===== config.mk =====
export PLATFORM = sky130hd
export DESIGN_NAME = mul_mdc_kernel_adapter
export DESIGN_NICKNAME = d
export VERILOG_FILES = /design/src/rtl/mul_mdc_package.sv /design/src/rtl/mul_mdc_beat_counter.sv /design/src/rtl/mul_mdc_kernel_adapter.sv
export SDC_FILE = /design/constraint.sdc
export NUM_CORES = 1
export LEC_CHECK = 0
export CORE_UTILIZATION = 57
export CTS_CLUSTER_DIAMETER = 150
export DETAILED_ROUTE_END_ITERATION = 12
export GPL_TIMING_DRIVEN = 0
export PLACE_DENSITY_LB_ADDON = 0.08
export SYNTH_ARGS = -nofsm -noshare
export SYNTH_HDL_FRONTEND = slang
export SYNTH_HIERARCHICAL = 1
export SYNTH_SLANG_ARGS = --single-unit

===== constraint.sdc =====
create_clock -name clk_i -period 6.9 [get_ports clk_i]
set_input_delay 0.69 -clock clk_i [delete_from_list [all_inputs] [get_ports clk_i]]
set_output_delay 0.69 -clock clk_i [all_outputs]
set_load 0.03 [all_outputs]

===== src/rtl/mul_mdc_package.sv =====
// Shared types and constants for the mul_mdc controller and its engine-side adapters.
package mul_mdc_package;

    localparam int MUL_MDC_CNT_LEN = 1024;

    typedef enum logic [1:0] {
        KA_IDLE,
        KA_START,
        KA_RUN,
        KA_DONE
    } state_kernel_adapter_t;

    // Adapter-to-kernel handshake bundle.
    typedef struct packed {
        logic ap_start;
    } ctrl_kernel_adapter_t;

    // Kernel-to-adapter status bundle.
    typedef struct packed {
        logic ap_done;
        logic ap_idle;
        logic ap_ready;
    } flags_kernel_adapter_t;

endpackage


===== src/rtl/mul_mdc_beat_counter.sv =====
// Saturating beat counter with a latched per-job limit and a sticky overflow flag.
module mul_mdc_beat_counter #(
    parameter int CNT_W = 11
) (
    input  logic             clk_i,
    input  logic             clear_i,
    input  logic             load_i,
    input  logic [CNT_W-1:0] limit_i,
    input  logic             inc_i,
    output logic [CNT_W-1:0] cnt_o,
    output logic             at_limit_next_o,
    output logic             overflow_o
);

    logic [CNT_W-1:0] limit_q;
    logic [CNT_W-1:0] cnt_next;
    logic             overflow_next;

    // NOTE: every comb output gets a default first so no path can infer a latch.
    always_comb begin
        cnt_next      = cnt_o;
        overflow_next = overflow_o;
        if (load_i) begin
            cnt_next      = '0;
            overflow_next = 1'b0;
        end else if (inc_i) begin
            if (cnt_o >= limit_q) begin
                overflow_next = 1'b1;
            end else begin
                cnt_next = cnt_o + 1'b1;
            end
        end
    end

    // Looks ahead so the FSM can finish on the same cycle as the last beat.
    assign at_limit_next_o = (cnt_next >= limit_q);

    // NOTE: sequential state uses non-blocking assignments only.
    always_ff @(posedge clk_i) begin
        if (clear_i) begin
            cnt_o      <= '0;
            overflow_o <= 1'b0;
            limit_q    <= '0;
        end else begin
            cnt_o      <= cnt_next;
            overflow_o <= overflow_next;
            if (load_i) begin
                limit_q <= limit_i;
            end
        end
    end

endmodule


===== src/rtl/mul_mdc_kernel_adapter.sv =====
// Engine-side responder: runs the ap_* handshake for one kernel job and counts output beats.
module mul_mdc_kernel_adapter
    import mul_mdc_package::*;
#(
    parameter  int CNT_LEN = MUL_MDC_CNT_LEN,
    localparam int CNT_W   = $clog2(CNT_LEN) + 1
) (
    input  logic             clk_i,
    input  logic             rst_i,
    input  logic             clear_i,
    input  logic             enable_i,
    input  logic             start_i,
    input  logic [CNT_W-1:0] cnt_limit_i,
    output logic             ap_start_o,
    input  logic             ap_done_i,
    input  logic             ap_idle_i,
    input  logic             ap_ready_i,
    input  logic             d_valid_i,
    input  logic             d_ready_i,
    output logic [CNT_W-1:0] cnt_o,
    output logic             done_o,
    output logic             ready_o,
    output logic             overflow_o
);

    state_kernel_adapter_t state_q, state_d;
    ctrl_kernel_adapter_t  kctrl_q, kctrl_d;
    flags_kernel_adapter_t kflags;

    logic sync_clr;
    logic job_load;
    logic in_job;
    logic beat;
    logic at_limit_next;
    logic kdone_q, kdone_d;
    logic done_d;

    assign kflags   = '{ap_done: ap_done_i, ap_idle: ap_idle_i, ap_ready: ap_ready_i};
    assign sync_clr = rst_i | clear_i;

    assign job_load = enable_i & (state_q == KA_IDLE) & start_i & kflags.ap_idle;
    assign in_job   = (state_q == KA_START) | (state_q == KA_RUN);
    assign beat     = d_valid_i & d_ready_i & enable_i & in_job;

    // Kernel done is sticky for the job, since beats may still be draining.
    always_comb begin
        kdone_d = kdone_q;
        if (job_load) begin
            kdone_d = 1'b0;
        end else if (enable_i && in_job && kflags.ap_done) begin
            kdone_d = 1'b1;
        end
    end

    mul_mdc_beat_counter #(
        .CNT_W(CNT_W)
    ) u_beat_counter (
        .clk_i          (clk_i),
        .clear_i        (sync_clr),
        .load_i         (job_load),
        .limit_i        (cnt_limit_i),
        .inc_i          (beat),
        .cnt_o          (cnt_o),
        .at_limit_next_o(at_limit_next),
        .overflow_o     (overflow_o)
    );

    always_ff @(posedge clk_i) begin
        if (sync_clr) begin
            state_q <= KA_IDLE;
            kctrl_q <= '0;
            kdone_q <= 1'b0;
            done_o  <= 1'b0;
        end else begin
            state_q <= state_d;
            kctrl_q <= kctrl_d;
            kdone_q <= kdone_d;
            done_o  <= done_d;
        end
    end

    always_comb begin
        state_d = state_q;
        if (enable_i) begin
            case (state_q)
                KA_IDLE:  if (job_load) state_d = KA_START;
                KA_START: if (kflags.ap_ready) state_d = KA_RUN;
                KA_RUN:   if (kdone_d && at_limit_next) state_d = KA_DONE;
                KA_DONE:  state_d = KA_IDLE;
                default:  state_d = KA_IDLE;
            endcase
        end
    end

    // Outputs are registered from the next state; a stall in KA_DONE must not stretch the pulse.
    always_comb begin
        kctrl_d          = '0;
        kctrl_d.ap_start = (state_d == KA_START);
        done_d           = (state_d == KA_DONE) && (state_q != KA_DONE);
    end

    assign ap_start_o = kctrl_q.ap_start;
    assign ready_o    = (state_q == KA_IDLE) & kflags.ap_idle;

endmodule

==> results.md, run 1 <==
- Crit path DAT: 4200 ps
- Htree depth: 1
- CTS tree: yes
- Die span in y: 62.62 µm
- Setup TNS: 0 ps
- Normalized max-slew margin: 53.17%
- Die width: 62.62 µm
- Top-area cell type share of the netlist area: 26.76%
- N_diodes: 0
- Max Transition Viols Final: 0
- RePlAce Congestion: 0.8446
- Core area: 0.003416 mm²
- PwrDens: 113.9 mW/mm²
- Main area contributors after synthesis: dfxtp_1 (27%), ha_1 (17%), mux2i_1 (9.6%), nor2_1 (4.1%), nand2_1 (3.9%)
- Synth cell types: 43
- CTS buffer count: 3
- Area grow syn2layout: 21.21%
- Setup crit end kind: register
- Pre-antenna DRT Iters: 4
- #FFs+latches synth: 28
- Setup Viol. Count Final: 0
- HP Start: u_beat_counter/overflow_o$_SDFFE_PP0P_
- Kind of critical path: in -> reg
- Setup bufs post-CTS: 0
- Reg2reg start: u_beat_counter/cnt_o[5]$_SDFF_PP0_
- Initial core utilization: 61.32%
- Net Count, Synth: 292
- Initial antenna violation count: 0
- Met2 routed wirelength: 2171 µm
- Resized Gates After CTS: 0
- Avg Synthesized Cell Area: 8.619 µm²
- Syn Std Cell Area: 0.002095 mm²
- Status: completed
- Clk_lat worst skew: 330 ps
- Setup crit start: enable_i
- Setup WS post-layout: 2920 ps
- Vias in the first global route: 1,799
- Layout cells sized above 1: 9.929%
- Worst Skew: 0.9037 ps
- Synth async-reset ratio: 0%
- Slew @ Worst Pin: 699.8 ps
- Number of synthesized flops with an enable pin: 0
- Hold Buf Count CTS: 0
- Fin crit period: 3980 ps
- Max Used Layer: met4
- First-iteration detailed-routing DRC count: 56
- Metal1 wirelength: 2139 µm
- Final antenna-violating net count: 0
- Routed vias/inst: 5.659
- Crit start category: input pin
- Pre-CTS WS: 2624 ps
- Hold Violations, Final: 0
- Crit path cell chain: clkdlybuf4s50_1 -> nand4_2 -> inv_2 -> clkbuf_1 -> buf_1 -> a21o_1 -> ha_1 -> nand2b_1 -> a211oi_1 -> o21ai_0 -> a31oi_1 -> o21ai_0 -> nand2_1 -> nor3_1 -> o31ai_2 -> nor3_1
- Post-layout net count: 332
- TritonCTS sink count: 28
- IO Count: 36
- # fillers: 282
- Max clock buf depth: 2
- Maxcap violations: 0
- Largest delay contributor family on the critical path: buffers and inverters
- Root buf cell: clkbuf_4
- Crit path required time: 7120 ps
- IO Port Bufs: 35
- Achievable frequency: 251.3 MHz
- Final WL: 4536 µm
- Die ar.: 0.003921 mm²
- WL/cell: 13.83 µm
- Row count: 21
- Unrepaired setup endpoints after global routing: false
- Hpwl dp: 3503 µm
- Max incr delay on CP: 560 ps
- Sequential share of the synthesized area: 26.76%
- Largest net degree at the start of global routing: 16
- Cells after Synth: 243
- Synth warn: 6
- Global Route Usage Sum: 24.53%
- Post-synth top flop: dfxtp_1
- Hold Path Class: reg -> reg
- Tcrit/Tclk final: 57.68%
- Met3 wire len: 173 µm
- Grt ovf: 0
- WHS: 485.4 ps
- Buf/Inv on CP: 4
- Synth area leader: dfxtp_1
- First-pass GRT wire length: 7803 µm
- DRC: 0
- CP max FO: 10
- Leakage: 0.9126 nW
- Max VDD drop: 89.84 µV
- Via count: 1,856
- Clock transition at the registers of the reported paths: 150 ps
- Slowest-stage cell, CP: clkdlybuf4s50_1
## cell usage after synthesis (3+ instances only)
master,n
dfxtp_1,28
ha_1,28
nor2_1,23
nand2_1,22
mux2i_1,20
inv_1,16
a21oi_1,11
nor2b_1,9
or3_1,9
mux2_2,7
nor3_1,6
a31oi_1,5
clkbuf_1,4
nand2b_1,4
nor4_2,4
o21ai_1,4
o31ai_1,4
nand3_1,3
nand4_1,3
or4_1,3
## placed cells by master, fill, tap and decap left out, types with 6 or more instances in the layout
cell,n
mux2i_1,20
nor2b_1,9
dfxtp_1,28
or3_1,9
nor3_1,6
mux2_2,7
inv_1,16
a21oi_1,11
nor2_1,23
nand2_1,22
clkdlybuf4s50_1,35
ha_1,28
## final cells by class
cell class | count | area [µm²] | share of cell area, %
inverter | 17 | 63.81 | 2.514
multi-input combinational | 189 | 1410 | 55.54
clock buffer | 4 | 36.28 | 1.429
buffer | 9 | 60.06 | 2.366
timing repair buffer | 35 | 350.3 | 13.80
sequential | 28 | 560.5 | 22.08
tap | 46 | 57.56 | 2.267
## flip-flops by register name, summed over array words and instances, names as in the netlist
| register | count |
|---|---|
| u_beat_counter/cnt_o | 11 |
| u_beat_counter/limit_q | 11 |
| state_q | 2 |
| ap_start_o | 1 |
| done_o | 1 |
| kdone_q | 1 |
| u_beat_counter/overflow_o | 1 |
## report_power, final
group / switching, W / leakage, nW / internal, W
clock network: 0.0000497 / 0.0210 / 0.0000323
registers: 0.000000657 / 0.226 / 0.000163
logic: 0.0000218 / 0.666 / 0.0000215
total: 0.0000722 / 0.913 / 0.000217
## cells by family (layout without fill, tap and decap cells)
group,count (synthesis),in the layout,synth area share (%)
buf+inv,26,65,5.914
fa+ha+maj,28,28,16.73
compound gates,38,38,11.95
flops,28,28,26.76
simple gates,96,96,25.33
mux,27,27,13.32
## layer usage
layer / GRT usage [%] / vias to the layer above
li1: - / 946
met1: 30.62 / 853
met2: 42.80 / 49
met3: 2.920 / 8
met4: 9.302 / 0
met5: 0 / -
## path summary, 6_finish.rpt
path | end | slack [ps] | cells past startpoint
worst max-delay path | done_o$_SDFF_PP0_ | 2920 | 16
worst min-delay path | u_beat_counter/overflow_o$_SDFFE_PP0P_ | 490 | 1
worst max register to register | done_o$_SDFF_PP0_ | 3020 | 13
worst min register to register | u_beat_counter/overflow_o$_SDFFE_PP0P_ | 490 | 1
## stage by stage
| stage | power (W) | utilization [%] | cells | instance area (µm²) |
|---|---|---|---|---|
| 3_3_place_gp | 0.0002090 | 73.26 | 324 | 2502 |
| 6_report | 0.0002891 | 74.32 | 328 | 2539 |
| 4_1_cts | 0.0002920 | 74.32 | 328 | 2539 |
| 2_1_floorplan | 0.0001912 | - | 243 | 2095 |
| 5_1_grt | 0.0003019 | 74.32 | 328 | 2539 |
| 3_5_place_dp | 0.0002099 | 73.26 | 324 | 2502 |
Note: power is estimated with default switching activity, not from simulation.
==> inputs of run 2 (changes only) <==
--- a/config.mk
+++ b/config.mk
@@ -5,7 +5,7 @@
 export SDC_FILE = /design/constraint.sdc
 export NUM_CORES = 1
 export LEC_CHECK = 0
-export CORE_UTILIZATION = 57
+export CORE_UTILIZATION = 53
 export CTS_CLUSTER_DIAMETER = 150
 export DETAILED_ROUTE_END_ITERATION = 12
 export GPL_TIMING_DRIVEN = 0
==> constraint.sdc (replaced) <==
create_clock -name clk_i -period 3.8 [get_ports clk_i]
set_input_delay 0.38 -clock clk_i [delete_from_list [all_inputs] [get_ports clk_i]]
set_output_delay 0.38 -clock clk_i [all_outputs]
set_load 0.03 [all_outputs]
==> run 2 against run 1 <==
  * Combinational power is 95% higher
  * Sequential share of layout area shrank 0.57 points
  * Flip-flop and latch count unchanged
  * Via count up 1.4%
  * Global-route usage shrank 1.0 points
  * Final cell count rose by 1.5%
  * First-iteration DRC count increased by 29%
  * Worst setup slack lost 2700 ps
  * Clock power is 130% higher
  * Non-clock buffer count grew 3
  * Critical path depth shrank 1
==> results.md, run 2 (synthesis gave the netlist of run 1 again) <==
- Status: completed
- Normalized max-slew margin: 49.09%
- Hold Path Depth: 1
- First-pass GRT wire length: 7817 µm
- Clk_lat worst skew: 270 ps
- Reg2reg start: u_beat_counter/cnt_o[0]$_SDFF_PP0_
- WL/cell: 14.33 µm
- Grt ovf: 0
- Commonest non-fill, non-tap cell in the layout: clkdlybuf4s50_1
- HP Start: u_beat_counter/overflow_o$_SDFFE_PP0P_
- CP max FO: 6
- Final WL: 4773 µm
- Area grow syn2layout: 27.48%
- PwrDens: 212.6 mW/mm²
- DRC: 0
- Initial core utilization: 56.36%
- Max clock buf depth: 2
- Max incr delay on CP: 410 ps
- Fin area: 0.002670 mm²
- Post-layout net count: 335
- Layout cells sized above 1: 16.49%
- Slowest-stage cell, CP: a2111o_1
- Setup WS post-layout: 199.9 ps
- Post-DP Area: 0.002505 mm²
- Die span in y: 64.87 µm
- Most frequent cells in the layout: clkdlybuf4s50_1 (35), ha_1 (27), nor2_1 (22), nand2_1 (22), dfxtp_1 (21)
- Crit path DAT: 3760 ps
- Tcrit/Tclk final: 94.74%
- Clock transition at the registers of the reported paths: 100 ps
- Routed vias/inst: 5.652
- Maxcap violations: 0
- Worst reg-to-reg setup slack: 200 ps
- Setup crit end kind: register
- Crit path cell chain: inv_1 -> ha_1 -> nor2b_1 -> o21ai_1 -> a31o_4 -> nor4_4 -> mux2_2 -> ha_1 -> a2111o_1 -> a31oi_1 -> o21ai_1 -> nand2_1 -> nor3_1 -> o31ai_2 -> nor3_1
- Max VDD drop: 137.3 µV
- IO Port Bufs: 35
- Post-route insts no fill: 333
- Kind of critical path: reg -> reg
- R2R cell count: 15
- RePlAce Congestion: 0.7978
- Pwr Total: 0.0005676 W
- Row count: 22
- Die ar.: 0.004207 mm²
- CTS buffer count: 3
- Worst reg2reg path endpoint: done_o$_SDFF_PP0_
- Largest net degree at the start of global routing: 16
- Final antenna-violating net count: 0
- Die width: 64.87 µm
- Hold Buf Count CTS: 0
- Max Transition Viols Final: 0
- Vias in the first global route: 1,762
- CTS tree: yes
- N_diodes: 0
- Crit start category: register
- TritonCTS sink count: 28
- Hold Violations, Final: 0
- Pre-antenna DRT Iters: 4
- Crit path required time: 3960 ps
- Htree depth: 1
- Via count: 1,882
- DP Cell Count: 326
- Core area: 0.003716 mm²
- Min-Delay Endpoint: u_beat_counter/overflow_o$_SDFFE_PP0P_
- Root buf cell: clkbuf_8
- Pre-CTS WS: -246.6 ps
- Initial antenna violation count: 0
- Biggest regs: u_beat_counter/cnt_o x11, u_beat_counter/limit_q x11, state_q x2
- Slew @ Worst Pin: 760.8 ps
- Hold Path Class: reg -> reg
- Setup Viol. Count Final: 0
- First-iteration detailed-routing DRC count: 72
- Hpwl dp: 3466 µm
- Achievable frequency: 277.8 MHz
- Worst Skew: 5.240 ps
- Unrepaired setup endpoints after global routing: false
- Leakage: 0.9573 nW
- IO Count: 36
- Global Route Usage Sum: 23.49%
- Fin crit period: 3600 ps
-- run 2: cell count changes in the layout (fill, tap and decap cells not counted), moves of 3 or more --
cell      before  now
dfxtp_1       28   21
clkbuf_4       3    0
clkbuf_8       1    4
nor4_2         4    1
nor4_4         0    3
buf_4          0    3
dfxtp_2        0    5
-- run 2: metrics by stage --
| step | util [%] | setup TNS, ps | hold slack, ps |
|---|---|---|---|
| after floorplan | - | 0 | 460.4 |
| after global placement | 67.41 | -582.4 | 447.8 |
| after detailed placement | 67.41 | -703.6 | 455.8 |
| after CTS | 68.92 | 0 | 479.1 |
| after global routing | 71.85 | 0 | 519.8 |
| final | 71.85 | 0 | 488.1 |
-- run 2: how the worst max path moves through the flow --
stage,from,endpoint,slack (ps),depth (start not counted)
6_report,u_beat_counter/cnt_o[0]$_SDFF_PP0_,done_o$_SDFF_PP0_,200,15
5_1_grt,u_beat_counter/cnt_o[2]$_SDFF_PP0_,ap_start_o$_SDFF_PP0_,7,14
4_1_cts,u_beat_counter/cnt_o[0]$_SDFF_PP0_,done_o$_SDFF_PP0_,20,15
3_5_place_dp,enable_i,done_o$_SDFF_PP0_,-250,16
3_3_place_gp,enable_i,done_o$_SDFF_PP0_,-210,16
2_1_floorplan,u_beat_counter/cnt_o[0]$_SDFF_PP0_,done_o$_SDFF_PP0_,240,15
-- run 2: what timing repair did --
action	4_1_cts	5_1_grt
setup buffers	0	3
cloned	0	0
resized for setup	1	24
setup endpoints to repair	1	3
pin swaps	0	3
-- run 2: layer usage --
| metal | GRT usage [%] | vias up | share of wire, % |
|---|---|---|---|
| li1 | - | 954 | - |
| met3 | 2.817 | 2 | 4.4 |
| met5 | 0 | - | 0 |
| met4 | 6.389 | 0 | 0.44 |
| met1 | 29.68 | 874 | 47 |
| met2 | 41.41 | 52 | 49 |
-- run 2: worst max-delay path: cells and delay by family (launching register included) --
kind	cells	cell delay [ps]
AOI/OAI and AO/OA	6	1450
adders and majority gates	2	580
buffers and inverters	1	50
DFF	1	370
muxes	1	380
and+or+nand+nor	5	670
-- run 2: area by class of cell --
cell class                 instances  area (µm²)
fill                             309        1046
multi-input combinational        189        1481
timing repair buffer              38       372.9
sequential                        28       574.3
inverter                          17       63.81
tap                               48       60.06
buffer                             9       62.56
clock buffer                       4       55.05
-- run 2: report_power, final --
part	internal, W	switching (W)
registers	0.000294	0.00000126
logic	0.0000423	0.0000423
clock network	0.0000928	0.0000948
total	0.000429	0.000138
